==> src/rtl/xmt.sv <==
// 8N1 serial transmitter: a one-byte holding register feeding a frame shifter.
// The line idles high and each frame bit is held for BIT_DURATION_CLOCKS cycles.
module xmt #(
  parameter int unsigned BIT_DURATION_CLOCKS = 500
) (
  input  logic       clk,
  input  logic       reset,
  input  logic       load,
  input  logic [7:0] parallel_in,
  output logic       ready,
  output logic       idle,
  output logic       serial_out,
  output logic [1:0] engine_state
);

  // load/ready handshake: a byte is taken at a rising edge where load=1 and
  // ready=1. ready drops the following cycle and rises again the cycle after
  // the held byte moves into the shifter. load while ready=0 is ignored.

  // engine_state encoding: 0=IDLE 1=START 2=DATA 3=STOP
  typedef enum logic [1:0] {S_IDLE, S_START, S_DATA, S_STOP} state_t;

  localparam logic [15:0] LAST_CNT = 16'(BIT_DURATION_CLOCKS - 1);

  state_t      state;
  state_t      state_nxt;
  logic [15:0] cnt;
  logic [7:0]  hold;
  logic        hold_full;
  logic [7:0]  shifter;
  logic [2:0]  bit_idx;

  logic        bit_end;
  logic        transfer;
  logic        accept;
  logic        shift_en;
  logic        serial_nxt;

  assign bit_end  = (state != S_IDLE) && (cnt == LAST_CNT);
  assign accept   = load && !hold_full;
  assign shift_en = (state == S_DATA) && bit_end;
  assign transfer = hold_full &&
                    ((state == S_IDLE) || ((state == S_STOP) && bit_end));

  assign ready        = !hold_full;
  assign idle         = (state == S_IDLE) && !hold_full;
  assign engine_state = state;

  always_ff @(posedge clk or negedge reset) begin
    if (!reset) state <= S_IDLE;
    else        state <= state_nxt;
  end

  always_comb begin
    state_nxt = state;
    case (state)
      S_IDLE:  if (hold_full) state_nxt = S_START;
      S_START: if (bit_end) state_nxt = S_DATA;
      S_DATA:  if (bit_end && (bit_idx == 3'd7)) state_nxt = S_STOP;
      S_STOP:  if (bit_end) state_nxt = hold_full ? S_START : S_IDLE;
      default: state_nxt = S_IDLE;
    endcase
  end

  // Next line level; a pending byte at stop end starts its frame with no gap.
  always_comb begin
    serial_nxt = serial_out;
    case (state)
      S_IDLE:  serial_nxt = !hold_full;
      S_START: if (bit_end) serial_nxt = shifter[0];
      S_DATA:  if (bit_end) serial_nxt = (bit_idx == 3'd7) ? 1'b1 : shifter[1];
      S_STOP:  if (bit_end) serial_nxt = !hold_full;
      default: serial_nxt = 1'b1;
    endcase
  end

  always_ff @(posedge clk or negedge reset) begin
    if (!reset) begin
      serial_out <= 1'b1;
      hold       <= 8'h00;
      hold_full  <= 1'b0;
      shifter    <= 8'h00;
      cnt        <= 16'h0000;
      bit_idx    <= 3'd0;
    end else begin
      serial_out <= serial_nxt;

      if (accept) begin
        hold      <= parallel_in;
        hold_full <= 1'b1;
      end else if (transfer) begin
        hold_full <= 1'b0;
      end

      if (transfer)      shifter <= hold;
      else if (shift_en) shifter <= {1'b0, shifter[7:1]};

      if (transfer || bit_end)  cnt <= 16'h0000;
      else if (state != S_IDLE) cnt <= cnt + 16'd1;

      if ((state == S_START) && bit_end) bit_idx <= 3'd0;
      else if (shift_en)                 bit_idx <= bit_idx + 3'd1;
    end
  end

endmodule

==> config.mk <==
export PLATFORM = sky130hd
export DESIGN_NAME = xmt
export DESIGN_NICKNAME = d
export VERILOG_FILES = /design/src/rtl/xmt.sv
export SDC_FILE = /design/constraint.sdc
export NUM_CORES = 1
export LEC_CHECK = 0
export CAP_MARGIN = 25
export CELL_PAD_IN_SITES_DETAIL_PLACEMENT = 1
export CELL_PAD_IN_SITES_GLOBAL_PLACEMENT = 2
export CORE_ASPECT_RATIO = 0.75
export CORE_MARGIN = 2
export CORE_UTILIZATION = 35
export DETAILED_ROUTE_END_ITERATION = 8
export GPL_TIMING_DRIVEN = 0
export HOLD_SLACK_MARGIN = 0.12
export PLACE_DENSITY = 0.82
export SKIP_LAST_GASP = 1
export SLEW_MARGIN = 30
export SYNTH_ARGS = -nofsm -noshare
export SYNTH_HDL_FRONTEND = slang
export SYNTH_SLANG_ARGS = --single-unit
==> constraint.sdc <==
create_clock -name clk -period 1.9 [get_ports clk]
set_input_delay 0.285 -clock clk [delete_from_list [all_inputs] [get_ports clk]]
set_output_delay 0.285 -clock clk [all_outputs]
set_load 0.02 [all_outputs]
## Yosys cells after proc, flatten, opt, wreduce, memory -nomap -nowiden

Index checks and enable logic that the tools add are counted.

- $add $sub $neg: 2
- Equality and inequality tests: 10
- Reduce and logical (&&, ||, !) cells: 19
- Muxes and demuxes: 19

Operators by type and width:

| cell | number |
|---|---|
| $mux W16 | 2 |
| $add A16 B1 Y16 const B | 1 |
| $eq A16 B9 Y1 const B | 1 |
| $mux W8 | 2 |
| $reduce_bool A2 Y1 | 5 |
| $logic_and A1 B1 Y1 | 8 |
| $mux W2 | 4 |
| $ne A2 B2 Y1 const B | 4 |
| $pmux W2 S4 | 1 |
| $mux W1 | 7 |
| $mux W3 | 2 |
| $eq A2 B2 Y1 const B | 2 |
| $pmux W1 S4 | 1 |
| $reduce_and A4 Y1 | 1 |
| $add A3 B1 Y3 const B | 1 |
| $eq A3 B3 Y1 const B | 1 |
| $reduce_and A3 Y1 | 1 |
| $eq A2 B1 Y1 const B | 1 |
| $logic_not A2 Y1 | 1 |
| $logic_or A1 B1 Y1 | 2 |
| $ne A2 B1 Y1 const B | 1 |
| $logic_not A1 Y1 | 1 |

- Output and inout port bits: 5
- Logic and storage cells: 57
- Register bits: 39

## Logic depth before layout (Yosys ltp)

- Depth after elaboration: 7
- Mapped depth: 9
- Depth with buffers taken out: 7

## Worst setup path after synthesis

Ideal clock, no wire load.

- Kind: register to register
- Start point: register state[0] (netlist: engine_state[0])
- End point: register state[1] (netlist: engine_state[1])
- Path slack: -0.209 ns
- Arrival time: 1.984 ns
- Required time: 1.775 ns
- Stages on the path, launching flop included: 10
- Period minus slack after synthesis: 2.109 ns
- Cell sequence: dfrtp_1 inv_1 ha_1 buf_2 nand2b_1 buf_4 clkinv_1 nor2_1 o21ai_2 mux2_4

- Cells in the longest elaborated chain, start to end: 5
- Elaborated cells on any way between the ends: 13

Ends and longest elaborated chain:

| item | RTL line | text |
|---|---|---|
| start: declaration | 25 | `state_t state;` |
| start signal: assignment | 51 | `else state <= state_nxt;` |
| $reduce_bool A2 Y1 | 39 | `assign bit_end = (state != S_IDLE) && (cnt == LAST_CNT);` |
| $logic_and A1 B1 Y1 | 39 |  |
| $logic_and A1 B1 Y1 | 59 | `S_DATA: if (bit_end && (bit_idx == 3'd7)) state_nxt = S_STOP;` |
| $ne A2 B1 Y1 (no line) | -- |  |
| $reduce_and A4 Y1 (no line) | -- |  |

Parallel ways exist; a longest one is shown, timed or not.
A chain may end at the register's enable or synchronous reset.

## Final worst setup path

Ends and elaborated chain as after synthesis.

==> results.yml <==
setup_path:
  required_ns: 2.08
  crit_fanout: 6
  reg2reg_depth: 8
  r2r-start: "engine_state[0]$_DFFE_PN0P_"
  critPathSlowestCell: "dfrtp_2"
  rrSetupSlack_ns: 0.02
  critPathArrivalTime_ns: 2.06
  rr_endpoint: "engine_state[1]$_DFFE_PN0P_"
  slowest_delay_ns: 0.39
  worstSetupEndpointType: "flop"
  path_common_cell: "buf_6"
  path_cells: "inv_4 -> ha_4 -> nor4_4 -> and4_4 -> buf_6 -> buf_6 -> o21ai_4 -> mux2_4"
  worstSetupStartpointType: "flop"
  critPathKind: "flop to flop"
clock_tree:
  htreeDepth: 2
  cts_buffers: 5
  cts_buffer_depth: 2
  cts_root_buffer: "clkbuf_8"
  path_clk_slew_ns: 0.08
  clkSinkCount: 39
  clk_latency_ns: 0.29
  cts_tree: "done"
hold_path:
  min_from: "bit_idx[0]$_DFFE_PN0P_"
  hold_end: "bit_idx[0]$_DFFE_PN0P_"
  min_path_type: "flop to flop"
  holdPathStages: 1
synthesis:
  synthFlopType: "dfrtp_1"
  ys_ff_latch: 39
  syn_avg_cell_area_um2: 10.87
  synth.area.top_cells: "dfrtp_1, mux2_2, ha_1, o221a_2, mux2i_1"
  synth_largest_area_cell: "dfrtp_1"
  synth_common_cells: "dfrtp_1, nor2_1, o21ai_0"
  yosysTopAreaCellShare: 0.4308
  synthMostInstantiatedCell: "dfrtp_1"
  synthCells: 203
  synth_edf_count: 0
  ys_types: 48
  synthArstFlopShare: 1.000
  yosysSeqAreaShare: 0.4427
  yosysWarnings: 0
  syn_nets: 222
  synthesis.area_mm2: 0.002207
place:
  place_ws_ns: -0.2243
  io_buffers: 15
  place_congestion: 0.7191
  dp_hpwl_um: 3710
  placed_area_mm2: 0.002502
grt:
  antenna_found_initial: 0
  grt_usage: 0.1660
  grt_pass1_vias: 1748
  grt_overflow: 0
  grt_max_degree: 24
  grt_first_pass_wirelength_um: 8880
timing:
  finalClockSkew_ns: 0.009591
  min_period_ns: 1.881
  finalCritPeriodShare: 0.9900
  drv_slew: 0
  relSlewSlack: 0.6211
  setup_viol: 0
  timing.fmax_ghz: 0.5316
  hold_viol: 0
  rsz0062_at_grt: "yes"
  worstMarginPinSlew_ns: 0.5684
  fin_ws_ns: 0.01899
  whs_ns: 0.4896
detailed_routing:
  vias_per_cell: 5.366
  drc: 0
  detail-route-antenna-nets: 0
  via_count: 1744
  drtIter0Drc: 63
  wirelength_um: 5413
  wl_per_cell_um: 16.66
  first_pass_iters: 4
floorplan:
  die-height_um: 72.77
  die_area_mm2: 0.006964
  die_x_um: 95.70
  io_pins: 16
  num_rows: 25
  start_util: 0.3564
  core_mm2: 0.006193
flow_run:
  max-cap-violations: 0
cells_and_area:
  area_growth_pct: 30.44
  num_antenna_cells: 0
  fin_nets: 262
  drive_gt1_frac: 0.3197
  fillers: 670
  final_core_util: 0.4648
  stdcell_area_mm2: 0.002879
pwr:
  power_density_mw_per_mm2: 1452
  p_leak_uw: 0.001230
  vdd_drop_max_mv: 0.5497
outcome:
  status: "finished, final reports clean"
placed cells by master (no fill, tap or decap), types with 3 or more instances in the layout:
cell type        netlist  routed
a21oi_1                7       7
and2_1                 3       3
and3_1                 3       3
buf_4                  1      13
buf_6                  2       6
clkbuf_8               0       6
clkdlybuf4s50_1        0      13
dfrtp_1               38      36
ha_1                   8       5
inv_1                  5       3
mux2_2                 9       9
mux2i_1                7       6
nand2_1               10       9
nand3_1               10       9
nand4_1                5       5
nor2_1                16      16
nor3b_1                6       4
o21ai_0               14      12
o221a_2                7       7
o31ai_1                4       4
or3_1                  3       3
or4_1                  4       4
xor2_1                 4       4
critical path, delay by kind of cell (launching register included):
kind | cells | cell delay (ns)
adders and majority gates | 1 | 0.18
DFF | 1 | 0.39
AOI/OAI and AO/OA | 1 | 0.05
buffers and inverters | 3 | 0.29
muxes | 1 | 0.30
and+or+nand+nor | 2 | 0.54
final cells by class:
class	instances	area, µm²	share of cell area
sequential	39	979.7	0.3403
multi-input combinational	151	1231	0.4276
buffer	7	85.08	0.02955
tap	81	101.3	0.03520
timing repair buffer	33	331.6	0.1152
inverter	6	32.53	0.01130
clock buffer	6	82.58	0.02868
clock inverter	2	35.03	0.01217
logic make-up (layout without fill, tap and decap cells):
family          count (synthesis)  after routing  share of synthesized area
simple gates                   76             76                     0.2143
compound gates                 44             45                     0.1451
flops                          39             39                     0.4427
mux                            17             17                    0.08447
buf+inv                        14             54                    0.04819
fa+ha+maj                       8              8                    0.04535
xor+xnor                        5              5                    0.01984
per-stage QoR:
stage	setup TNS, ns	total power [µW]	cells
after global placement	-18.24	3043	299
after CTS	-0.7752	4017	316
final	0	4180	325
after detailed placement	-1.130	3106	300
after floorplan	0	2598	203
after global routing	-0.5589	4496	325
report_power, final:
group / switching [µW] / total [µW] / internal (µW)
clock network: 294 / 719 / 425
registers: 244 / 1350 / 1110
logic: 1070 / 2110 / 1030
total: 1610 / 4180 / 2570
worst max-delay path by stage:
stage	depth (start not counted)	from	to	slack (ns)
final	8	engine_state[0]$_DFFE_PN0P_	engine_state[1]$_DFFE_PN0P_	0.02
after global routing	8	engine_state[0]$_DFFE_PN0P_	shifter[4]$_DFFE_PN0P_	-0.08
after CTS	8	engine_state[0]$_DFFE_PN0P_	bit_idx[0]$_DFFE_PN0P_	-0.09
after detailed placement	7	engine_state[0]$_DFFE_PN0P_	idle	-0.22
after global placement	1	reset	engine_state[0]$_DFFE_PN0P_	-0.60
after floorplan	9	engine_state[0]$_DFFE_PN0P_	shifter[3]$_DFFE_PN0P_	0.01
state kept, by name (all words and copies together), names as in the netlist:
name          flops
cnt              16
hold              8
shifter           8
bit_idx           3
engine_state      2
hold_full         1
serial_out        1
metal layers:
layer / global-route usage / part of all wire
met4: 0.05556 / 0.012
met3: 0.02789 / 0.016
met1: 0.2458 / 0.52
met2: 0.2463 / 0.45
met5: 0 / 0
timing repair:
action | 4_1_cts | 5_1_grt
gates resized for setup | 13 | 22
gates cloned | 1 | 2
pin swaps | 4 | 8
endpoints found under the hold margin | 21 | 0
hold buffers | 1 | 0
buffers inserted | 7 | 7
endpoints found under the setup margin | 16 | 25
Note: power is estimated with default switching activity, not from simulation.
